## src/rtl/pipe_control_seq.sv

```systemverilog
// Pipelined MIPS main decoder with ID-stage steering, ID/EX control register
// and a start/stall/writeback-guard sequencer for multi-cycle SPEC ops.
module pipe_control_seq #(
   parameter int MC_TIMEOUT = 64,
   parameter bit HAS_BNE    = 1'b1,
   parameter bit HAS_JAL    = 1'b1
) (
   input  logic       clk,
   input  logic       rst_n,
   input  logic [5:0] opcode,
   input  logic       id_valid,
   input  logic       branch_eq,
   input  logic       mc_done,
   output logic [1:0] if_pc_source,
   output logic       id_rt_is_source,
   output logic       if_flush,
   output logic       stall,
   output logic       ex_imm_command,
   output logic       ex_alu_src_b,
   output logic [1:0] ex_dst_reg_sel,
   output logic [1:0] ex_alu_op,
   output logic       ex_link,
   output logic       mem_read,
   output logic       mem_write,
   output logic       wb_mem_to_reg,
   output logic       wb_reg_write,
   output logic       mc_start,
   output logic       mc_err
);

   localparam int CW = $clog2(MC_TIMEOUT + 1);

   localparam logic [5:0] OP_R    = 6'd0;
   localparam logic [5:0] OP_J    = 6'd2;
   localparam logic [5:0] OP_JAL  = 6'd3;
   localparam logic [5:0] OP_BEQ  = 6'd4;
   localparam logic [5:0] OP_BNE  = 6'd5;
   localparam logic [5:0] OP_ADDI = 6'd8;
   localparam logic [5:0] OP_SLTI = 6'd10;
   localparam logic [5:0] OP_ANDI = 6'd12;
   localparam logic [5:0] OP_ORI  = 6'd13;
   localparam logic [5:0] OP_XORI = 6'd14;
   localparam logic [5:0] OP_SPEC = 6'b011100;
   localparam logic [5:0] OP_LW   = 6'd35;
   localparam logic [5:0] OP_SW   = 6'd43;

   typedef enum logic [1:0] {
      IDLE  = 2'd0,
      ISSUE = 2'd1,
      WAIT  = 2'd2,
      DRAIN = 2'd3
   } state_t;

   state_t        state;
   state_t        state_nxt;
   logic [CW-1:0] count;
   logic          is_spec;
   logic          timeout;
   logic          active;

   logic          d_imm;
   logic          d_srcb;
   logic [1:0]    d_dst;
   logic [1:0]    d_op;
   logic          d_link;
   logic          d_mr;
   logic          d_mw;
   logic          d_m2r;
   logic          d_wr;

   assign is_spec = (opcode == OP_SPEC);
   assign timeout = (count == CW'(MC_TIMEOUT - 1));

   // state register
   always_ff @(posedge clk or negedge rst_n) begin
      if (!rst_n) begin
         state <= IDLE;
      end else begin
         state <= state_nxt;
      end
   end

   // next-state logic
   always_comb begin
      state_nxt = state;
      unique case (state)
         IDLE:  if (id_valid && is_spec) state_nxt = ISSUE;
         ISSUE: state_nxt = WAIT;
         WAIT:  if (mc_done || timeout) state_nxt = DRAIN;
         DRAIN: state_nxt = (id_valid && is_spec) ? ISSUE : IDLE;
      endcase
   end

   // state-derived outputs
   always_comb begin
      stall    = 1'b0;
      mc_start = 1'b0;
      unique case (state)
         IDLE:  ;
         ISSUE: begin
            stall    = 1'b1;
            mc_start = 1'b1;
         end
         WAIT:  stall = 1'b1;
         DRAIN: ;
      endcase
   end

   always_ff @(posedge clk or negedge rst_n) begin
      if (!rst_n) begin
         count  <= '0;
         mc_err <= 1'b0;
      end else begin
         if (state == ISSUE) begin
            count <= '0;
         end else if (state == WAIT) begin
            count <= count + CW'(1);
         end
         if (state == WAIT && !mc_done && timeout) begin
            mc_err <= 1'b1;
         end
      end
   end

   // ID/EX control decode
   always_comb begin
      d_imm  = 1'b0;
      d_srcb = 1'b0;
      d_dst  = 2'b00;
      d_op   = 2'b00;
      d_link = 1'b0;
      d_mr   = 1'b0;
      d_mw   = 1'b0;
      d_m2r  = 1'b0;
      d_wr   = 1'b0;
      case (opcode)
         OP_R: begin
            d_dst = 2'b01;
            d_op  = 2'b10;
            d_wr  = 1'b1;
         end
         OP_LW: begin
            d_srcb = 1'b1;
            d_mr   = 1'b1;
            d_m2r  = 1'b1;
            d_wr   = 1'b1;
         end
         OP_SW: begin
            d_srcb = 1'b1;
            d_mw   = 1'b1;
            d_m2r  = 1'b1;
         end
         OP_ADDI, OP_SLTI, OP_ANDI, OP_ORI, OP_XORI: begin
            d_imm  = 1'b1;
            d_srcb = 1'b1;
            d_op   = 2'b10;
            d_wr   = 1'b1;
         end
         OP_JAL: begin
            if (HAS_JAL) begin
               d_dst  = 2'b10;
               d_link = 1'b1;
               d_wr   = 1'b1;
            end
         end
         // writeback enabled only once the extended unit commits
         OP_SPEC: begin
            d_dst = 2'b01;
            d_op  = 2'b11;
         end
         default: ;
      endcase
   end

   always_ff @(posedge clk or negedge rst_n) begin
      if (!rst_n) begin
         ex_imm_command <= 1'b0;
         ex_alu_src_b   <= 1'b0;
         ex_dst_reg_sel <= 2'b00;
         ex_alu_op      <= 2'b00;
         ex_link        <= 1'b0;
         mem_read       <= 1'b0;
         mem_write      <= 1'b0;
         wb_mem_to_reg  <= 1'b0;
         wb_reg_write   <= 1'b0;
      end else if (!stall) begin
         ex_imm_command <= id_valid & d_imm;
         ex_alu_src_b   <= id_valid & d_srcb;
         ex_dst_reg_sel <= id_valid ? d_dst : 2'b00;
         ex_alu_op      <= id_valid ? d_op : 2'b00;
         ex_link        <= id_valid & d_link;
         mem_read       <= id_valid & d_mr;
         mem_write      <= id_valid & d_mw;
         wb_mem_to_reg  <= id_valid & d_m2r;
         wb_reg_write   <= id_valid & d_wr;
      end else if (state == WAIT && (mc_done || timeout)) begin
         wb_reg_write <= mc_done;
      end
   end

   // ID-stage steering, suppressed while stalled
   assign active = id_valid & ~stall;

   always_comb begin
      if_pc_source = 2'b00;
      if (active) begin
         case (opcode)
            OP_BEQ: if (branch_eq) if_pc_source = 2'b01;
            OP_BNE: if (HAS_BNE && !branch_eq) if_pc_source = 2'b01;
            OP_J, OP_JAL: if_pc_source = 2'b10;
            default: ;
         endcase
      end
   end

   assign id_rt_is_source = active & ((opcode == OP_R) |
                                      (opcode == OP_BEQ) |
                                      ((opcode == OP_BNE) & HAS_BNE) |
                                      (opcode == OP_SW) |
                                      is_spec);

   assign if_flush = active & (if_pc_source != 2'b00);

endmodule

```

## config.mk

```make
export PLATFORM = sky130hd
export DESIGN_NAME = pipe_control_seq
export DESIGN_NICKNAME = d
export VERILOG_FILES = /design/src/rtl/pipe_control_seq.sv
export SDC_FILE = /design/constraint.sdc
export NUM_CORES = 1
export LEC_CHECK = 0
export ABC_CLOCK_PERIOD_IN_PS = 3000
export CORE_ASPECT_RATIO = 0.8
export CORE_MARGIN = 3
export CORE_UTILIZATION = 53
export CTS_CLUSTER_DIAMETER = 40
export DETAILED_ROUTE_END_ITERATION = 10
export PLACE_DENSITY = 0.9
export SLEW_MARGIN = 10
export SYNTH_ARGS = -nofsm -noshare
export SYNTH_HDL_FRONTEND = slang
export SYNTH_SLANG_ARGS = --single-unit
```

## constraint.sdc

```tcl
create_clock -name clk -period 3 [get_ports clk]
set_clock_uncertainty 0.15 [all_clocks]
set_input_delay 0.45 -clock clk [delete_from_list [all_inputs] [get_ports clk]]
set_output_delay 0.45 -clock clk [all_outputs]
set_load 0.005 [all_outputs]
```

Yosys cells after proc, flatten, opt, wreduce, memory -nomap -nowiden
Index checks and enable logic that the tools add are counted.
{"block": "op_classes", "n_addsub": 1, "eq_ne": 19, "n_mux": 25, "bitwise_logic": 15, "n_reduce_logical": 19}
{"operator": "== test 6 x 4 -> 1 bit (second input constant)", "count": 5}
{"operator": "two-way mux 1 bit", "count": 14}
{"operator": "two-way mux 7 bit", "count": 2}
{"operator": "== test 6 x 2 -> 1 bit (second input constant)", "count": 2}
{"operator": "== test 6 x 3 -> 1 bit (second input constant)", "count": 2}
{"operator": "== test 6 bit (second input constant)", "count": 2}
{"operator": "AND 1 bit", "count": 10}
{"operator": "two-way mux 2 bit", "count": 5}
{"operator": "one-hot mux 2 bit (2 select lines)", "count": 2}
{"operator": "one-hot mux 2 bit (4 select lines)", "count": 1}
{"operator": "OR reduction 2 bit", "count": 4}
{"operator": "OR reduction 8 bit", "count": 1}
{"operator": "adder 7 x 1 -> 7 bit (second input constant)", "count": 1}
{"operator": "== test 7 x 6 -> 1 bit (second input constant)", "count": 1}
{"operator": "OR reduction 7 bit", "count": 1}
{"operator": "== test 6 x 5 -> 1 bit (second input constant)", "count": 1}
{"operator": "zero test 6 bit", "count": 1}
{"operator": "one-hot mux 2 bit (3 select lines)", "count": 1}
{"operator": "OR reduction 6 bit", "count": 1}
{"operator": "OR reduction 5 bit", "count": 1}
{"operator": "== test 2 bit (second input constant)", "count": 2}
{"operator": "logical AND 1 bit", "count": 4}
{"operator": "!= test 2 x 1 -> 1 bit (second input constant)", "count": 2}
{"operator": "OR 1 bit", "count": 4}
{"operator": "other kinds (8)", "count": 9}
{"block": "word_totals", "reg_bits": 21, "input_bits": 11, "out_inout_bits": 18, "word_cells": 91}

Longest topological paths before layout
{"block": "depth", "depth_word": 8, "mapped_depth": 7, "mapped_depth_nobuf": 6}

Worst setup path after synthesis
Ideal clock, no wire load.
{"block": "synth_path", "path_type": "reg-to-output", "start": "reg state[0]", "end": "out if_flush", "t_arrival_ps": 1641, "required_time_ps": 2400, "setup_slack_ps": 759, "path_stages_with_launch": 8, "path_buffers": 1, "path_cell_list": "dfrtp_1 inv_1 ha_1 buf_6 nand2b_1 nor4b_2 and3_1 or2_1"}
{"block": "synth_via", "elab_chain_len": 8, "word_cells_on_any_way": 9, "cone_classes": "2 x eq/ne; 2 x mux; 3 x bitwise; 2 x reduce/logical"}
{"element": "start, declared", "line": "54", "text": "state_t state;"}
{"element": "start signal, assigned", "line": "79", "text": "state <= state_nxt;"}
{"element": "== test 2 x 1 -> 1 bit / == test 2 bit (equally long branches)", "line": "98", "text": "unique case (state)"}
{"element": "OR reduction 2 bit (no source line) *"}
{"element": "two-way mux 1 bit *", "line": "98"}
{"element": "net stall", "line": "17", "text": "output logic stall,"}
{"element": "inverter 1 bit *", "line": "202", "text": "assign active = id_valid & ~stall;"}
{"element": "AND 1 bit *", "line": "202"}
{"element": "two-way mux 2 bit *", "line": "206", "text": "if (active) begin"}
{"element": "net if_pc_source[0]", "line": "14", "text": "output logic [1:0] if_pc_source,"}
{"element": "nonzero test 2 bit *", "line": "222", "text": "assign if_flush = active & (if_pc_source != 2'b00);"}
{"element": "AND 1 bit *", "line": "222"}
{"element": "end, declared", "line": "16", "text": "output logic if_flush,"}
The timed path passes the listed nets; every way through them passes the cells marked *.

Worst setup path in the final report
{"block": "layout_path", "start": "reg state[0]", "end": "out if_flush"}
{"block": "layout_via", "elab_chain_len": 8, "word_cells_on_any_way": 9, "cone_classes": "2 x eq/ne; 2 x mux; 3 x bitwise; 2 x reduce/logical"}
{"element": "== test 2 x 1 -> 1 bit / == test 2 bit (equally long branches)", "line": "98"}
{"element": "OR reduction 2 bit (no source line) *"}
{"element": "two-way mux 1 bit *", "line": "98"}
{"element": "inverter 1 bit *", "line": "202"}
{"element": "AND 1 bit *", "line": "202"}
{"element": "two-way mux 2 bit", "line": "206"}
{"element": "nonzero test 2 bit", "line": "222"}
{"element": "AND 1 bit *", "line": "222"}
Mark *: on every way between the ends. The rest lies on a longest branch, timed or not.

==> flow_summary_export.csv <==
group,metric,value,unit
status,status,"finished, final reports clean",
synth,synthSimpleGateAreaFrac,0.252,
synth,yosys_warnings,0,
worst_setup_path,startpoint_type,"flip-flop",
global_route,grt_pass1_wl,4850,um
synth,synthMuxAreaShare,0.0337,
hold_path,min_path_type,"flip-flop to flip-flop",
layout,drive_gt1_frac,0.157,
sta,relSlewSlack,0.364,
global_route,top_usage_layer,"met2",
sta,period_minus_slack,2.89,ns
detailed_routing,drtIter0Drc,35,
sta,tightest_slew,0.952,ns
detailed_routing,vias,1037,
global_route,grt_util_met3,0.0602,
synth,avgSynthCellArea,9.93,sq um
detailed_routing,wl_per_cell,14.7,um
layout,final_net_count,177,
layout,fill_cells,176,
synth,syn-instance-count,127,
power_and_ir_drop,p_leak,0.000732,uW
sta,slew_violations,0,
global_route,grt_antenna_before_repair,0,
synth,synth_edf_count,0,
layout,antenna_cells,0,
power_and_ir_drop,max-vdd-ir-drop,0.000420,V
cts,cts.sinks,21,
global_route,overflow,0,
die,die_area,3000,sq um
detailed_routing,drt_pass1_iterations,4,
synth,synth_ff_type,"dfrtp_1",
synth,synth.distinct_cells,43,
synth,synth_compound_area_frac,0.175,
worst_setup_path,cp_max_fo,4,
sta,fin_crit_sh,0.964,
cts,cts_tree,"done",
die,start_util,0.569,
detailed_routing,wl,2700,um
layout,syn_to_final_growth,27.5,%
layout,final_area,1610,sq um
worst_setup_path,crit_type,"flip-flop to output pin",
sta,fin_hold_ws,0.324,ns
cts,cts_buffer_depth,2,
die,die_w,60.5,um
global_route,grt_util_all_layers,0.211,
synth,synth-seq-cells,21,
global_route,grt_pass1_vias,1086,
layout,regMostFlops,"count",
detailed_routing,final_antenna_net_count,0,
synth,yosysSeqAreaShare,0.417,
synth,synth_area,1260,sq um
layout,final_cell_mix,"28 x clkdlybuf4s50_1, 21 x dfrtp_1, 13 x nand2_1",
sta,timing.setup.tns,0,ns
synth,async_reset_ff_frac,1.00,
cts,htree_levels,1,
worst_setup_path,arrival,2.29,ns
global_route,gr-usage-met2,0.356,
cts,clk_latency,0.30,ns
global_route,grt_max_degree,27,
placement,gp_congestion,0.876,
detailed_routing,via_per_inst,5.64,
run,drv_cap,0,
sta,fmax,346,MHz
worst_setup_path,worst_ep_required_time,2.40,ns
die,row_count,15,
synth,synth_top_family_by_area,"simple AND/OR/NAND/NOR gates",
sta,setup_viol,0,
placement,port_buffers,28,
worst_setup_path,endpoint_kind,"output pin",
synth,synthAdderAreaFrac,0.0595,
layout,largest_reg_flops,7,
detailed_routing,drc,0,
power_and_ir_drop,p_per_area,810,nW/um^2
die,ios,29,
cts,root_buffer,"clkbuf_4",
cts,clk_pin_slew,0.12,ns
synth,synthXorXnorAreaFrac,0.00694,
placement,dp_hpwl,1960,um
sta,rsz0062_at_grt,"true",
cts,numCtsBuffers,3,
synth,synth_fp_nets,144,
sta,setup_slack,0.109,ns
placement,place_area,1560,sq um
layout,final_common_cell,"clkdlybuf4s50_1",
die,coreArea,2210,sq um
die,fp.dieH,49.6,um
placement,place_worst_setup_slack,0.234,ns
global_route,use_met1,0.266,
sta,finalHoldViolations,0,
-- kinds of logic after synthesis --
kind of cell / after synthesis
flip-flops: 21
AO/OA/AOI/OAI: 27
AND/OR/NAND/NOR: 53
adder cells (fa/ha/maj): 6
multiplexers: 4
XOR/XNOR: 1
buffers and inverters: 15
-- layer usage --
layer,wire [um],up-vias
met5,0,-
met4,21,0
met3,154,2
met2,1310,33
met1,1220,485
li1,-,517
-- cell type report --
class,instances,area (sq um),share of cell area
Multi-Input combinational cell,91,673,0.419
Sequential cell,21,526,0.327
Timing Repair Buffer,32,310,0.193
Inverter,11,41.3,0.0257
Tap cell,25,31.3,0.0195
Clock buffer,4,26.3,0.0163
-- power breakdown --
group	internal, uW	switching [uW]
clock network	51.9	88.1
logic	357	361
registers	367	76.8
total	776	526
-- Yosys cell counts, types with 2 or more instances --
cell type	number	area, sq um
and3_4	2	22.5
buf_6	2	22.5
o22ai_1	5	31.3
a21oi_1	2	10.0
nor3b_1	2	15.0
nor3_1	2	10.0
clkbuf_1	2	7.51
inv_1	11	41.3
nand2_1	13	48.8
o21a_1	2	15.0
o21ai_0	4	20.0
ha_1	6	75.1
dfrtp_1	21	526
mux2i_1	2	20.0
a211oi_1	2	15.0
nor2b_1	4	25.0
nand2b_1	3	18.8
a2bb2oi_1	2	17.5
nand3_1	9	45.0
a211oi_2	2	25.0
nor2_1	6	22.5
a22o_2	2	20.0
-- per-stage QoR --
stage / std cells / utilization / power, uW
floorplan: 127 / - / 927
global route: 184 / 0.726 / 1420
global placement: 178 / 0.703 / 1080
CTS: 184 / 0.722 / 1290
finish: 184 / 0.726 / 1300
detailed placement: 178 / 0.703 / 1130
-- critical path, cell delays in order, from the launching register on --
cell and delay, ns:
dfrtp_1 0.39, inv_2 0.07, ha_1 0.33, nand2b_4 0.16, nor4b_2 0.24, and3_1 0.20
or2_1 0.10, clkdlybuf4s50_1 0.49
-- path summary, 6_finish.rpt --
path,start,end,slack (ns),depth (start not counted)
max reg2reg,state[1],state[1],1.26,6
max,state[0],if_flush,0.11,7
min in group asynchronous,rst_n,count[4],0.51,1
max in group asynchronous,rst_n,ex_alu_src_b,1.62,1
min reg2reg,mc_err,mc_err,0.32,2
min,mc_err,mc_err,0.32,2
-- timing repair --
action	in CTS	in global routing
setup buffers	2	0
pin swaps	0	2
endpoints found under the setup margin	1	4
resized for setup	0	3
hold buffers	0	0
No activity file was read; power rests on OpenSTA's default activity.
